**src/rtl/vga_timing_gen.sv**
```systemverilog
// -----------------------------------------------------------------------------
// vga_timing_gen
//
// Purpose:
//   Raster timing generator for a VGA-style display. A clock divider produces
//   one pixel tick every CLK_DIV enabled clk cycles. On each tick the module
//   registers the sync, blanking and coordinate outputs decoded from the
//   current raster position (hc, vc), then advances the position. Outputs
//   therefore lag the counters by one tick, and pix_en marks the clk in which
//   the new values appear.
//
// Optional feature:
//   VGA_FRAME_CNT_EN - when defined, frame_cnt counts completed frames
//                      (modulo 256). When undefined, no frame-counter flops
//                      are built and frame_cnt is tied to 0.
//
// Ports:
//   clk          in   system clock
//   rst          in   asynchronous, active-high reset
//   en           in   run enable; timing freezes while low
//   pix_en       out  one-clk strobe, high in the clk the outputs update
//   hsync        out  horizontal sync, at HS_POL level while asserted
//   vsync        out  vertical sync, at VS_POL level while asserted
//   activevideo  out  high while the current pixel is visible
//   x_px         out  visible column, 0 outside the active region
//   y_px         out  visible row, 0 outside the active region
//   line_start   out  high for the tick of pixel hc=0
//   frame_start  out  high for the tick of pixel hc=0, vc=0
//   frame_cnt    out  completed frames modulo 256
// -----------------------------------------------------------------------------
module vga_timing_gen #(
    parameter int H_ACTIVE = 640,
    parameter int H_FP     = 16,
    parameter int H_SYNC   = 96,
    parameter int H_BP     = 48,
    parameter int V_ACTIVE = 480,
    parameter int V_FP     = 10,
    parameter int V_SYNC   = 2,
    parameter int V_BP     = 33,
    parameter bit HS_POL   = 1'b0,
    parameter bit VS_POL   = 1'b0,
    parameter int CLK_DIV  = 1,
    parameter int CNT_W    = 10
) (
    input  logic             clk,
    input  logic             rst,
    input  logic             en,
    output logic             pix_en,
    output logic             hsync,
    output logic             vsync,
    output logic             activevideo,
    output logic [CNT_W-1:0] x_px,
    output logic [CNT_W-1:0] y_px,
    output logic             line_start,
    output logic             frame_start,
    output logic [7:0]       frame_cnt
);

    // -------------------------------------------------------------------------
    // Derived timing constants, sized to the counters they are compared with
    // -------------------------------------------------------------------------
    localparam int H_TOTAL = H_ACTIVE + H_FP + H_SYNC + H_BP;
    localparam int V_TOTAL = V_ACTIVE + V_FP + V_SYNC + V_BP;

    localparam int DIV_W = (CLK_DIV > 1) ? $clog2(CLK_DIV) : 1;
    localparam logic [DIV_W-1:0] DIV_LAST = DIV_W'(CLK_DIV - 1);

    localparam logic [CNT_W-1:0] H_LAST   = CNT_W'(H_TOTAL - 1);
    localparam logic [CNT_W-1:0] V_LAST   = CNT_W'(V_TOTAL - 1);
    localparam logic [CNT_W-1:0] H_VIS    = CNT_W'(H_ACTIVE);
    localparam logic [CNT_W-1:0] V_VIS    = CNT_W'(V_ACTIVE);
    localparam logic [CNT_W-1:0] HS_START = CNT_W'(H_ACTIVE + H_FP);
    localparam logic [CNT_W-1:0] HS_END   = CNT_W'(H_ACTIVE + H_FP + H_SYNC);
    localparam logic [CNT_W-1:0] VS_START = CNT_W'(V_ACTIVE + V_FP);
    localparam logic [CNT_W-1:0] VS_END   = CNT_W'(V_ACTIVE + V_FP + V_SYNC);

    // -------------------------------------------------------------------------
    // State
    // -------------------------------------------------------------------------
    logic [DIV_W-1:0] div_q;
    logic [CNT_W-1:0] hc;
    logic [CNT_W-1:0] vc;

    // Held copies of the start flags; the ports gate them with pix_en so they
    // can only be seen during an update clk, while the flops themselves keep
    // their value across disabled periods like every other output.
    logic             line_start_q;
    logic             frame_start_q;

    // -------------------------------------------------------------------------
    // Tick generation and position decode
    // -------------------------------------------------------------------------
    logic tick;
    logic line_end;
    logic frame_end;
    logic h_vis;
    logic v_vis;
    logic hs_on;
    logic vs_on;

    // NOTE: every signal written in an always_comb gets a value on every path
    // (here unconditionally) so no latch is inferred.
    always_comb begin
        tick      = en && (div_q == DIV_LAST);
        line_end  = (hc == H_LAST);
        frame_end = line_end && (vc == V_LAST);
        h_vis     = (hc < H_VIS);
        v_vis     = (vc < V_VIS);
        hs_on     = (hc >= HS_START) && (hc < HS_END);
        vs_on     = (vc >= VS_START) && (vc < VS_END);
    end

    // -------------------------------------------------------------------------
    // Divider and raster counters
    // -------------------------------------------------------------------------
    // NOTE: state is updated with non-blocking assignments so every flop
    // samples the pre-edge values regardless of statement order.
    always_ff @(posedge clk or posedge rst) begin
        if (rst) begin
            div_q <= '0;
            hc    <= '0;
            vc    <= '0;
        end else if (en) begin
            if (tick) begin
                div_q <= '0;
                if (line_end) begin
                    hc <= '0;
                    vc <= frame_end ? '0 : vc + 1'b1;
                end else begin
                    hc <= hc + 1'b1;
                end
            end else begin
                div_q <= div_q + 1'b1;
            end
        end
    end

    // -------------------------------------------------------------------------
    // Registered outputs: loaded from the decode of (hc, vc) on each tick and
    // held otherwise. pix_en follows tick, so it drops whenever en is low.
    // -------------------------------------------------------------------------
    always_ff @(posedge clk or posedge rst) begin
        if (rst) begin
            pix_en        <= 1'b0;
            hsync         <= ~HS_POL;
            vsync         <= ~VS_POL;
            activevideo   <= 1'b0;
            x_px          <= '0;
            y_px          <= '0;
            line_start_q  <= 1'b0;
            frame_start_q <= 1'b0;
        end else begin
            pix_en <= tick;
            if (tick) begin
                hsync         <= hs_on ? HS_POL : ~HS_POL;
                vsync         <= vs_on ? VS_POL : ~VS_POL;
                activevideo   <= h_vis && v_vis;
                x_px          <= (h_vis && v_vis) ? hc : '0;
                y_px          <= (h_vis && v_vis) ? vc : '0;
                line_start_q  <= (hc == '0);
                frame_start_q <= (hc == '0) && (vc == '0);
            end
        end
    end

    assign line_start  = line_start_q  & pix_en;
    assign frame_start = frame_start_q & pix_en;

    // -------------------------------------------------------------------------
    // Completed-frame counter. It advances on the tick that consumes the last
    // pixel of the frame, so it already reads N while pixel (0,0) of frame N
    // is being presented. The 8-bit add wraps 255 -> 0 naturally.
    // -------------------------------------------------------------------------
`ifdef VGA_FRAME_CNT_EN
    logic [7:0] frame_cnt_q;

    always_ff @(posedge clk or posedge rst) begin
        if (rst) begin
            frame_cnt_q <= '0;
        end else if (tick && frame_end) begin
            frame_cnt_q <= frame_cnt_q + 8'd1;
        end
    end

    assign frame_cnt = frame_cnt_q;
`else
    assign frame_cnt = 8'd0;
`endif

endmodule

```
**config.mk**
```make
export PLATFORM = sky130hd
export DESIGN_NAME = vga_timing_gen
export DESIGN_NICKNAME = d
export VERILOG_FILES = /design/src/rtl/vga_timing_gen.sv
export SDC_FILE = /design/constraint.sdc
export NUM_CORES = 1
export LEC_CHECK = 0
export CAP_MARGIN = 20
export CORE_ASPECT_RATIO = 0.8
export CORE_MARGIN = 4
export CORE_UTILIZATION = 49
export DETAILED_ROUTE_END_ITERATION = 8
export PLACE_DENSITY = 0.77
export SYNTH_ARGS = -nofsm -noshare
export SYNTH_HDL_FRONTEND = slang
export SYNTH_SLANG_ARGS = --single-unit
export TNS_END_PERCENT = 50
```
**constraint.sdc**
```tcl
create_clock -name clk -period 2.7 [get_ports clk]
set_clock_uncertainty 0.2 [all_clocks]
set_input_delay 0.675 -clock clk [delete_from_list [all_inputs] [get_ports clk]]
set_output_delay 0.675 -clock clk [all_outputs]
set_load 0.05 [all_outputs]
```
Yosys cells after proc, flatten, opt, wreduce, memory -nomap -nowiden
Index checks and enable logic that the tools add are counted.
{ "word_totals": {"regBits": 47, "latch_bits": 0, "ram_bits": 0, "mem_bits_ro": 0, "in_bits": 3, "out_inout_bits": 34, "word_cells": 42, "mem_count": 0} }
{ "op_classes": {"n_addsub": 3, "n_mul": 0, "div_mod_pow": 0, "magnitude_cmp": 6, "eq_ne": 2, "shift": 0, "mux": 7, "bitwise_logic": 3, "n_reduce_logical": 10} }
{ "ops": {"columns": ["op", "n"], "rows": [
  ["$mux 10", 4],
  ["$add 10x1->10 const B", 2],
  ["$eq 10x10->1 const B", 2],
  ["$logic_not 10->1", 2],
  ["$lt 10x10->1 const B", 2],
  ["$lt 10x9->1 const B", 2],
  ["$ge 10x10->1 const B", 1],
  ["$ge 10x9->1 const B", 1],
  ["$logic_and 1x1->1", 6],
  ["$mux 1", 3],
  ["$reduce_and 3->1", 1],
  ["$and 1x1->1", 2],
  ["$reduce_and 2->1", 1],
  ["$add 1x1->1 const B", 1],
  ["$not 1->1", 1]
]} }

Logic depth before layout (Yosys ltp)
{ "depth": {"ltp_word": 3, "mapped_depth": 6, "depth_no_buf": 6} }

Least setup slack after synthesis
No wires, ideal clock.
{ "synth_timing": {"kind": "reg-to-output", "start": "reg pix_en", "end": "out frame_start", "t_arrival_ps": 1113, "required_time_ps": 1825, "slack_ps": 712, "path_stages_with_launch": 2, "n_path_buf": 0, "cell_sequence": "dfrtp_1 > and2_1"} }
{ "synth_between": {"elab_chain_len": 1} }
{ "synth_lines": {"columns": ["item", "line", "text"], "rows": [
  ["start, declared", "48", "output logic pix_en,"],
  ["start signal, assigned", "153", "pix_en <= tick;"],
  ["$and 1x1->1", "167", "assign frame_start = frame_start_q & pix_en;"],
  ["end, declared", "55", "output logic frame_start,"]
]} }
Every way passes these cells.

Worst setup path in the final report
{ "layout_timing": {"start": "reg vsync", "end": "out vsync"} }
{ "layout_lines": {"columns": ["item", "line", "text"], "rows": [
  ["start, declared", "50", "output logic vsync,"],
  ["start signal, assigned", "146", "vsync <= ~VS_POL;"],
  ["start signal, assigned", "156", "vsync <= vs_on ? VS_POL : ~VS_POL;"]
]} }
No word-level cell between the ends.

==> out/qor.csv <==
metric,value,unit
status,completed,
first-pass GRT wire length,7110,um
iteration-0 DRC count of the detailed router,141,
CTS root buf,clkbuf_8,
Post-CTS Hold Buffers,0,
CP Cell Sequence,clkdlybuf4s50_1,
CP max-delay cell,clkdlybuf4s50_1,
Clock Power Share,0.259,
"Reg clk slew, reported paths",80,ps
Inserted Diodes,0,
Crit Path Class,reg -> out,
Starting Density,0.515,
placed insts,272,
Detailed Place HPWL,3030,um
gr usage total,0.172,
Post-Layout Cell Count,280,
remaining routing DRC violations,0,
synth cell count leaders,"dfrtp_1 (45), a22o_1 (18), buf_4 (11), nand2_1 (11), nand3_1 (9)",
r2r worst-path depth,6,
Final Hold Fails,0,
f_max,393,MHz
RePlAce Congestion,0.832,
core area,4230,um2
PortBufs,28,
row cnt,21,
Synth Area in Compound Gates,0.149,
Netlist cell types,47,
Final Max Slew Viols,0,
worst setup path end,vsync,
placed cell area,2490,um2
vias in the first global route,1387,
post-synthesis cell area,2180,um2
Final Cell Area,2590,um2
min Tclk post-route,2550,ps
Post-synth EDFFs,0,
Seq cells post-synth,47,
Internal,0.00114,W
pre-CTS WS,215,ps
Sw Share,0.352,
R2R Setup Slk,620,ps
Post-Synthesis Cells,194,
Peak VDD IR,0.000428,V
Main synth FF type,dfrtp_1,
layout cells sized above 1,0.126,
die area,5580,um2
main combinational cell family by area after synthesis,simple AND/OR/NAND/NOR gates,
crit share post-route,0.943,
Worst-Margin Slew,505,ps
max-cap violations,0,
sequential share of the synthesized area,0.541,
DR vias,1539,
Buf/Inv on CP,1,
TritonRoute pass-1 iters,4,
TritonCTS Buffers,5,
Die H,67.6,um
mux cell area share after synthesis,0,
Critical Path AT,1670,ps
Vias per Instance,5.50,
IO Count,37,
largest net degree at the start of global routing,48,
top-area cell type share of the netlist area,0.517,
post-route setup slack,154,ps
PostCTS Resize Cnt,0,
Fin Setup TNS,0,ps
PD cells,681,nW/um2
Die X,82.5,um
Synth Area in Adders,0.0230,
Crit. Startpoint,vsync,
capture point of the worst reg-to-reg path,vc[3],
largest buffer count on any clock path,2,
Simple-Gate Fraction of Synth Area,0.177,
CTS Sinks,47,
routed length per placed instance,15.2,um
reg2reg start,vc[1],
crit path capture type,output pin,
Switch Pwr,0.000620,W
"Clk Latency, worst-skew pair",310,ps
slew margin rel.,0.662,
Logic pwr share,0.249,
Critical Path Start Type,flip-flop,
initial antenna violation count,0,
ys async rst share,1.00,
Min-Delay Path Class,reg -> reg,
xor-xnor portion of the synthesized cell area,0.0402,
Area contributors post-synth,"dfrtp_1 (52%), a22o_1 (7.2%), buf_4 (3.8%)",
cell family with most CP delay,buffers and inverters,
Seq pwr share,0.493,
final setup fails,0,
Yosys warning count,0,
Area growth syn-to-layout,18.8,%
Worst path depth,1,
Leak,1.17,nW
Post-CTS Setup Repair Bufs,0,
Final Util,0.612,
CTS H-tree depth,2,
cell taking the most area after synthesis,dfrtp_1,
CTS tree,done,
DRT Wirelength,4260,um
CP max stage delay,800,ps
aggregate global routing overflow,0,
launch point of the worst hold path,hsync,
Final ANT Viol Nets,0,
most common cell in the netlist,dfrtp_1,
Layout fillers,348,
Worst EP required,1820,ps
Post-Syn Area per Cell,11.2,um2
largest fanout on the critical path,2,
RSZ-0062 raised after global routing,false,
Nets,229,
## cells by family (layout without fill, tap and decap cells)
logic type | count (synthesis) | after routing
XOR/XNOR | 10 | 10
buffers and inverters | 27 | 49
adder cells (fa/ha/maj) | 4 | 4
flip-flops | 47 | 47
AND/OR/NAND/NOR | 63 | 63
AO/OA/AOI/OAI | 42 | 42
other | 1 | 8
## stage by stage
step,hold WS (ps),total power [W]
3_5_place_dp,264,0.00132
2_1_floorplan,236,0.00119
3_3_place_gp,261,0.00131
4_1_cts,286,0.00177
5_1_grt,294,0.00184
6_report,283,0.00176
## cell type report
| type | count | area (um2) | area share |
|---|---|---|---|
| clock inverters | 2 | 16.3 | 0.00629 |
| multi-input cells | 127 | 878 | 0.339 |
| well taps | 57 | 71.3 | 0.0276 |
| flip-flops and latches | 47 | 1180 | 0.456 |
| inverters | 8 | 30.0 | 0.0116 |
| repair buffers | 33 | 330 | 0.128 |
| clock buffers | 6 | 82.6 | 0.0319 |
## how the worst min path moves through the flow
stage                                to  depth (start not counted)
after floorplan           frame_start_q                          2
after global placement      activevideo                          1
after detailed placement   line_start_q                          2
after CTS                  line_start_q                          2
after global routing              hsync                          2
final                             hsync                          2
## per-layer routing
layer | routed length [um] | track usage | vias up | share of wire
li1 | - | - | 746 | -
met1 | 2080 | 0.274 | 733 | 0.49
met2 | 1830 | 0.225 | 53 | 0.43
met3 | 270 | 0.0440 | 7 | 0.063
met4 | 79 | 0.0551 | 0 | 0.019
met5 | 0 | 0 | - | 0
## power groups by stage
stage / Clock, W / Combinational (W) / Sequential [W]
after floorplan: 0 / 0.000218 / 0.000975
after global placement: 0 / 0.000433 / 0.000875
after detailed placement: 0 / 0.000440 / 0.000879
after CTS: 0.000460 / 0.000442 / 0.000865
after global routing: 0.000486 / 0.000472 / 0.000878
final: 0.000455 / 0.000438 / 0.000868
## worst reg2reg max path: cells and delay by family, from the launching register on
kind	cells	cell delay, ps
DFF	1	460
AOI/OAI and AO/OA	2	290
adders and majority gates	1	160
and+or+nand+nor	2	720
buffers and inverters	1	110
## registers in the layout, summed over array words and instances, names as in the netlist
name,flops
vsync,1
pix_en,1
vc,10
hsync,1
y_px,10
activevideo,1
frame_start_q,1
hc,10
line_start_q,1
x_px,10
div_q,1
## placed cells by master (no fill, tap or decap), types with 2 or more instances in the layout
cell              n
ha_1              4
nand2_1          11
xnor2_1           6
conb_1            8
and2_1            5
nand4_1           6
a22o_1           18
xor2_1            4
dfstp_2           2
nand3_1           9
clkdlybuf4s50_1  28
a31oi_1           3
nor4_1            2
a21oi_1           2
dfrtp_1          45
nor2_1            8
buf_4             4
clkbuf_8          6
and4_1            3
inv_1             7
a31o_2            2
and4b_1           2
or2_2             2
o21ai_0           8
nor3_1            2
(Power assumes the default switching activity.)
